[src/rtl/me_search_sched_if.sv]
// Handshake bundle between the ME search scheduler, its requesters and the shared SAD engine.
// The master modport is the scheduler side; the slave modport is the requester/engine side.
interface me_search_sched_if #(
  parameter int unsigned NREQ = 4,
  parameter int unsigned SADW = 15,
  parameter int unsigned IDW  = 2
);
  logic [NREQ-1:0] req;
  logic [NREQ-1:0] gnt;
  logic [IDW-1:0]  sel_id;
  logic            busy;
  logic            cand_valid;
  logic            cand_ready;
  logic [2:0]      cand_u;
  logic [2:0]      cand_v;
  logic            sad_valid;
  logic [SADW-1:0] sad_value;
  logic            out_valid;
  logic [2:0]      out_vector;
  logic [IDW-1:0]  out_id;

  modport master (
    input  req, cand_ready, sad_valid, sad_value,
    output gnt, sel_id, busy, cand_valid, cand_u, cand_v, out_valid, out_vector, out_id
  );

  modport slave (
    output req, cand_ready, sad_valid, sad_value,
    input  gnt, sel_id, busy, cand_valid, cand_u, cand_v, out_valid, out_vector, out_id
  );
endinterface

[src/rtl/me_search_sched.sv]
// Round-robin scheduler sharing one 4x4 SAD engine: issues the 25 (u,v) candidates of a
// +-2 window for the granted requester, tracks the minimum SAD and returns the vector serially.
module me_search_sched #(
  parameter int unsigned NREQ = 4,
  parameter int unsigned SADW = 15,
  parameter int unsigned IDW  = 2
) (
  input logic             clk,
  input logic             rst_n,
  me_search_sched_if.master bus
);

  localparam logic [2:0] StIdle  = 3'd0;
  localparam logic [2:0] StGrant = 3'd1;
  localparam logic [2:0] StIssue = 3'd2;
  localparam logic [2:0] StDrain = 3'd3;
  localparam logic [2:0] StOutX  = 3'd4;
  localparam logic [2:0] StOutY  = 3'd5;

  localparam logic [4:0] NumCand = 5'd25;
  localparam logic [2:0] UMin    = 3'b110;  // -2
  localparam logic [2:0] UMax    = 3'b010;  // +2
  localparam logic [2:0] VMax    = 3'b010;  // +2

  logic [2:0]      state_q, state_d;
  logic [IDW-1:0]  sel_id_q, sel_id_d;
  logic [NREQ-1:0] gnt_q, gnt_d;
  logic            busy_q, busy_d;
  logic            cand_valid_q, cand_valid_d;
  logic [2:0]      cand_u_q, cand_u_d;
  logic [2:0]      cand_v_q, cand_v_d;
  logic            out_valid_q, out_valid_d;
  logic [2:0]      out_vector_q, out_vector_d;
  logic [IDW-1:0]  out_id_q, out_id_d;
  logic [IDW-1:0]  rr_q, rr_d;
  logic [SADW-1:0] min_q, min_d;
  logic [2:0]      best_u_q, best_u_d;
  logic [2:0]      best_v_q, best_v_d;
  logic [4:0]      issue_cnt_q, issue_cnt_d;
  logic [4:0]      res_cnt_q, res_cnt_d;
  logic [2:0]      res_u_q, res_u_d;
  logic [2:0]      res_v_q, res_v_d;

  logic            found;
  logic [IDW-1:0]  pick;
  int unsigned     idx;
  logic            enter_outx;

  // Raster scan: u runs -2..+2, then v steps down from +2 to -2.
  function automatic logic [5:0] scan_next(input logic [2:0] u, input logic [2:0] v);
    if (u == UMax) begin
      return {UMin, v - 3'd1};
    end
    return {u + 3'd1, v};
  endfunction

  always_comb begin
    pick  = '0;
    found = 1'b0;
    idx   = 0;
    for (int unsigned i = 0; i < NREQ; i++) begin
      idx = (32'(rr_q) + i) % NREQ;
      if (!found && bus.req[idx]) begin
        found = 1'b1;
        pick  = IDW'(idx);
      end
    end
  end

  always_comb begin
    state_d      = state_q;
    sel_id_d     = sel_id_q;
    gnt_d        = '0;
    busy_d       = busy_q;
    cand_valid_d = cand_valid_q;
    cand_u_d     = cand_u_q;
    cand_v_d     = cand_v_q;
    out_valid_d  = out_valid_q;
    out_vector_d = out_vector_q;
    out_id_d     = out_id_q;
    rr_d         = rr_q;
    min_d        = min_q;
    best_u_d     = best_u_q;
    best_v_d     = best_v_q;
    issue_cnt_d  = issue_cnt_q;
    res_cnt_d    = res_cnt_q;
    res_u_d      = res_u_q;
    res_v_d      = res_v_q;
    enter_outx   = 1'b0;

    // Results arrive in issue order, so a second scan counter names each one.
    if ((state_q == StIssue || state_q == StDrain) && bus.sad_valid && res_cnt_q < NumCand) begin
      res_cnt_d          = res_cnt_q + 5'd1;
      {res_u_d, res_v_d} = scan_next(res_u_q, res_v_q);
      if (res_cnt_q == 5'd0 || bus.sad_value < min_q) begin
        min_d    = bus.sad_value;
        best_u_d = res_u_q;
        best_v_d = res_v_q;
      end
    end

    case (state_q)
      StIdle: begin
        if (found) begin
          sel_id_d = pick;
          gnt_d    = NREQ'(1) << pick;
          busy_d   = 1'b1;
          state_d  = StGrant;
        end
      end
      StGrant: begin
        cand_u_d     = UMin;
        cand_v_d     = VMax;
        res_u_d      = UMin;
        res_v_d      = VMax;
        issue_cnt_d  = '0;
        res_cnt_d    = '0;
        min_d        = '1;
        cand_valid_d = 1'b1;
        state_d      = StIssue;
      end
      StIssue: begin
        if (cand_valid_q && bus.cand_ready) begin
          issue_cnt_d = issue_cnt_q + 5'd1;
          if (issue_cnt_q == NumCand - 5'd1) begin
            cand_valid_d = 1'b0;
            if (res_cnt_d == NumCand) begin
              enter_outx = 1'b1;
            end else begin
              state_d = StDrain;
            end
          end else begin
            {cand_u_d, cand_v_d} = scan_next(cand_u_q, cand_v_q);
          end
        end
      end
      StDrain: begin
        if (res_cnt_d == NumCand) begin
          enter_outx = 1'b1;
        end
      end
      StOutX: begin
        out_vector_d = best_v_q;
        state_d      = StOutY;
      end
      StOutY: begin
        out_valid_d = 1'b0;
        busy_d      = 1'b0;
        rr_d        = (32'(sel_id_q) + 1 == NREQ) ? '0 : sel_id_q + 1'b1;
        state_d     = StIdle;
      end
      default: state_d = StIdle;
    endcase

    // best_u_d already folds in a result landing on this same cycle.
    if (enter_outx) begin
      out_valid_d  = 1'b1;
      out_vector_d = best_u_d;
      out_id_d     = sel_id_q;
      state_d      = StOutX;
    end
  end

  always_ff @(posedge clk or negedge rst_n) begin
    if (!rst_n) begin
      state_q      <= StIdle;
      sel_id_q     <= '0;
      gnt_q        <= '0;
      busy_q       <= 1'b0;
      cand_valid_q <= 1'b0;
      cand_u_q     <= UMin;
      cand_v_q     <= VMax;
      out_valid_q  <= 1'b0;
      out_vector_q <= '0;
      out_id_q     <= '0;
      rr_q         <= '0;
      min_q        <= '1;
      best_u_q     <= UMin;
      best_v_q     <= VMax;
      issue_cnt_q  <= '0;
      res_cnt_q    <= '0;
      res_u_q      <= UMin;
      res_v_q      <= VMax;
    end else begin
      state_q      <= state_d;
      sel_id_q     <= sel_id_d;
      gnt_q        <= gnt_d;
      busy_q       <= busy_d;
      cand_valid_q <= cand_valid_d;
      cand_u_q     <= cand_u_d;
      cand_v_q     <= cand_v_d;
      out_valid_q  <= out_valid_d;
      out_vector_q <= out_vector_d;
      out_id_q     <= out_id_d;
      rr_q         <= rr_d;
      min_q        <= min_d;
      best_u_q     <= best_u_d;
      best_v_q     <= best_v_d;
      issue_cnt_q  <= issue_cnt_d;
      res_cnt_q    <= res_cnt_d;
      res_u_q      <= res_u_d;
      res_v_q      <= res_v_d;
    end
  end

  assign bus.gnt        = gnt_q;
  assign bus.sel_id     = sel_id_q;
  assign bus.busy       = busy_q;
  assign bus.cand_valid = cand_valid_q;
  assign bus.cand_u     = cand_u_q;
  assign bus.cand_v     = cand_v_q;
  assign bus.out_valid  = out_valid_q;
  assign bus.out_vector = out_vector_q;
  assign bus.out_id     = out_id_q;

endmodule

[src/flat_wrapper.sv]
// flat-port wrapper written by rule: the top's interface ports become plain ports
module me_search_sched_flat 
#(
  parameter int unsigned NREQ = 4,
  parameter int unsigned SADW = 15,
  parameter int unsigned IDW  = 2
)
  (clk, rst_n, bus_req, bus_cand_ready, bus_sad_valid, bus_sad_value, bus_gnt, bus_sel_id, bus_busy, bus_cand_valid, bus_cand_u, bus_cand_v, bus_out_valid, bus_out_vector, bus_out_id);
  me_search_sched_if #(.NREQ(NREQ), .SADW(SADW), .IDW(IDW)) bus_i ();
  input logic clk;
  input logic rst_n;
  input wire logic [$bits(bus_i.req)-1:0] bus_req;
  input wire logic [$bits(bus_i.cand_ready)-1:0] bus_cand_ready;
  input wire logic [$bits(bus_i.sad_valid)-1:0] bus_sad_valid;
  input wire logic [$bits(bus_i.sad_value)-1:0] bus_sad_value;
  output wire logic [$bits(bus_i.gnt)-1:0] bus_gnt;
  output wire logic [$bits(bus_i.sel_id)-1:0] bus_sel_id;
  output wire logic [$bits(bus_i.busy)-1:0] bus_busy;
  output wire logic [$bits(bus_i.cand_valid)-1:0] bus_cand_valid;
  output wire logic [$bits(bus_i.cand_u)-1:0] bus_cand_u;
  output wire logic [$bits(bus_i.cand_v)-1:0] bus_cand_v;
  output wire logic [$bits(bus_i.out_valid)-1:0] bus_out_valid;
  output wire logic [$bits(bus_i.out_vector)-1:0] bus_out_vector;
  output wire logic [$bits(bus_i.out_id)-1:0] bus_out_id;
  assign bus_i.req = bus_req;
  assign bus_i.cand_ready = bus_cand_ready;
  assign bus_i.sad_valid = bus_sad_valid;
  assign bus_i.sad_value = bus_sad_value;
  assign bus_gnt = bus_i.gnt;
  assign bus_sel_id = bus_i.sel_id;
  assign bus_busy = bus_i.busy;
  assign bus_cand_valid = bus_i.cand_valid;
  assign bus_cand_u = bus_i.cand_u;
  assign bus_cand_v = bus_i.cand_v;
  assign bus_out_valid = bus_i.out_valid;
  assign bus_out_vector = bus_i.out_vector;
  assign bus_out_id = bus_i.out_id;
  me_search_sched #(.NREQ(NREQ), .SADW(SADW), .IDW(IDW)) u_core (.clk(clk), .rst_n(rst_n), .bus(bus_i));
endmodule
[config.mk]
export PLATFORM = sky130hd
export DESIGN_NAME = me_search_sched_flat
export DESIGN_NICKNAME = d
export VERILOG_FILES = /design/src/rtl/me_search_sched_if.sv /design/src/rtl/me_search_sched.sv /design/src/flat_wrapper.sv
export SDC_FILE = /design/constraint.sdc
export NUM_CORES = 1
export LEC_CHECK = 0
export CORE_UTILIZATION = 51
export DETAILED_ROUTE_END_ITERATION = 10
export GPL_TIMING_DRIVEN = 0
export PLACE_DENSITY_LB_ADDON = 0.05
export REMOVE_ABC_BUFFERS = 1
export SETUP_SLACK_MARGIN = 0.5
export SLEW_MARGIN = 10
export SYNTH_ARGS = -nofsm -noshare
export SYNTH_HDL_FRONTEND = slang
export SYNTH_SLANG_ARGS = --single-unit
export TNS_END_PERCENT = 1
[constraint.sdc]
create_clock -name clk -period 3.8 [get_ports clk]
set_input_delay 1.14 -clock clk [delete_from_list [all_inputs] [get_ports clk]]
set_output_delay 1.14 -clock clk [all_outputs]
set_load 0.01 [all_outputs]
==> impl_metrics.py <==
metrics = {
    "run_status": {
        "status": "completed",
    },
    "worst_setup_path": {
        "crit_required_ns": 4.04,
        "cp.arrival_ns": 3.51,
        "crit_type": "in2reg",
        "reg2reg_slack_ns": 1.23,
        "rr_worst_depth": 9,
        "cp-start-kind": "primary input",
        "crit_fanout": 5,
        "cp-end-kind": "register",
    },
    "floorplanning": {
        "placementRows": 28,
        "core-area_um2": 6060,
        "die_h_um": 82.0,
        "die_area_um2": 6720,
        "ioPinCount": 43,
        "die_x_um": 82.0,
        "initial_core_util_pct": 53.8,
    },
    "drt": {
        "wl_um": 6510,
        "drt_iter0_drc": 150,
        "avgViaCountPerCell": 5.42,
        "drc": 0,
        "firstDrtPassIters": 4,
        "via_count": 2527,
        "wl_per_cell_um": 14.0,
        "drtAntennaViolNets": 0,
    },
    "finish": {
        "nNetsFinal": 434,
        "fillers": 508,
        "layout_commonest_cell": "nor2_1",
        "layout_common_cells": "nor2_1 (48), clkdlybuf4s50_1 (41), dfrtp_1 (38)",
        "stdcell_count": 466,
        "area_delta_synth_final_pct": 21.8,
        "drive_gt1_share_pct": 14.1,
        "antenna_cells": 0,
    },
    "clock_tree": {
        "cts_tree": "built",
        "clockBufferDepth": 2,
        "cts_root_buf": "clkbuf_8",
        "insertion_delay_ns": 0.34,
        "cts.sinks": 62,
        "cts_made_buffers": 9,
        "htreeDepth": 3,
        "cts.clk_slew.worst_paths_ns": 0.07,
    },
    "timing": {
        "setup_viol": 0,
        "fin_crit_sh_pct": 86.1,
        "setup_slack_ns": 0.526,
        "hold_violations": 0,
        "relSlewSlack_pct": 30.4,
        "final.setup_skew_ns": 0.00817,
        "max_freq_mhz": 305,
        "tightestPinTransition_ns": 1.04,
        "min_period_ns": 3.27,
        "rsz0062_at_grt": "true",
        "drv_slew": 0,
        "tns_ns": 0,
    },
    "yosys": {
        "synth_seq_cells": 62,
        "synth_area_um2": 3260,
        "syn_avg_cell_area_um2": 9.53,
        "synth_warnings": 0,
        "synth.distinct_cells": 48,
        "syn_inst": 342,
        "ys_seq_area_share_pct": 48.5,
    },
    "place": {
        "finalWeightedCongestion": 0.821,
        "io_buffers": 42,
        "dp_hpwl_um": 4240,
        "dp_slack_ns": -0.250,
        "dp_cells": 447,
    },
    "run": {
        "cap_violations": 0,
    },
    "grt": {
        "grt_pass1_wl_um": 11000,
        "antenna_found_initial": 0,
        "grt_util_all_layers_pct": 22.1,
        "grt_pass1_vias": 2491,
        "grt_start_max_net_pins": 63,
        "overflow": 0,
    },
    "power": {
        "vdd_drop_max_uv": 381,
        "p_leak_uw": 0.00182,
        "powerDensity_nw_per_um2": 763,
        "power.total_uw": 3030,
    },
    "min_path": {
        "hold_depth": 2,
        "min_path_type": "reg2reg",
    },
}
==> sequential cells by signal (all words and copies together), names as in the netlist, 4 cells and up <==
register            count
u_core.bus.gnt          4
u_core.issue_cnt_q      5
u_core.min_q           15
u_core.res_cnt_q        5
==> logic make-up after synthesis <==
family	after synthesis	share of synthesized area [%]
xor+xnor	9	2.42
simple gates	128	18.1
flops	62	48.5
fa+ha+maj	25	9.59
mux	8	2.80
compound gates	70	13.6
buf+inv	40	4.99
==> worst max-delay path, stage by stage <==
cell and delay, ns:
clkdlybuf4s50_1 0.43, ha_1 0.32, nand4_1 0.16, nor2_1 0.06, or4_1 0.55, a21oi_4 0.20, o21ai_4 0.11, mux2_4 0.36
o21a_1 0.18
==> cell type report <==
cell class,instances,area [um2],area share (%)
Timing Repair Buffer,44,433,10.9
Tap cell,75,93.8,2.36
Clock inverter,5,57.6,1.45
Sequential cell,62,1580,39.8
Clock buffer,11,151,3.81
Multi-Input combinational cell,241,1550,39.0
Inverter,28,105,2.65
==> per-stage QoR <==
step	hold WS [ns]	util [%]	cell area, um2
floorplan	0.451	-	3200
global placement	0.467	61.3	3720
detailed placement	0.473	61.4	3720
CTS	0.492	65.3	3960
global route	0.506	65.5	3970
finish	0.485	65.5	3970
==> synthesized netlist by cell type, drive strengths merged <==
master | count | area [um2]
ha | 25 | 313
or2 | 2 | 12.5
dfstp | 24 | 631
nor4b | 1 | 8.76
a22oi | 1 | 7.51
o311a | 1 | 10.0
o31ai | 2 | 15.0
nand3b | 1 | 7.51
xor2 | 6 | 52.6
o22a | 2 | 17.5
nand4b | 2 | 17.5
and3 | 2 | 12.5
o22ai | 1 | 6.26
dfrtp | 38 | 951
nor3 | 6 | 30.0
nand4 | 3 | 18.8
nand2b | 7 | 43.8
a21o | 4 | 30.0
xnor2 | 3 | 26.3
a21oi | 14 | 73.8
nor2 | 48 | 180
o211ai | 3 | 22.5
or4 | 2 | 15.0
inv | 28 | 105
a211oi | 2 | 15.0
o21ai | 16 | 83.8
a221oi | 2 | 17.5
nand2 | 33 | 124
a21boi | 1 | 7.51
nand3 | 15 | 75.1
nor2b | 1 | 6.26
nor3b | 1 | 7.51
buf | 4 | 26.3
nor4 | 1 | 6.26
clkbuf | 8 | 31.3
a31oi | 17 | 106
and3b | 1 | 8.76
and4b | 1 | 10.0
mux2i | 2 | 20.0
o21a | 4 | 30.0
mux2 | 6 | 71.3
and2 | 1 | 6.26
==> per-layer routing <==
metal	global-route usage, %	up-vias	wire [um]	part of all wire (%)
li1	-	1270	-	-
met1	26.4	1204	3010	46
met2	38.0	40	3140	48
met3	3.89	13	225	3.5
met4	11.1	0	128	2.0
met5	0	-	0	0
==> final timing paths <==
check                             startpoint                       end
min                          u_core.min_q[2]           u_core.min_q[2]
max reg2reg                 u_core.min_q[13]  u_core.bus.out_vector[2]
max in group asynchronous              rst_n      u_core.bus.out_valid
max                        bus_sad_value[13]  u_core.bus.out_vector[2]
min in group asynchronous              rst_n       u_core.res_cnt_q[2]
min reg2reg                  u_core.min_q[2]           u_core.min_q[2]
==> timing repair <==
action,CTS,global route
buffers inserted,2,0
endpoints found under the setup margin,7,20
pin swaps,1,1
hold buffers,0,0
resized for setup,0,3
endpoints found under the hold margin,0,0
cloned,1,0
==> where the power goes <==
group          leakage (uW)  switching, uW  internal, uW  total, uW
sequential         0.000716            193          1010       1200
clock             0.0000976            261           337        598
combinational       0.00101            672           558       1230
total               0.00182           1130          1900       3030
Note: power is estimated with default switching activity, not from simulation.
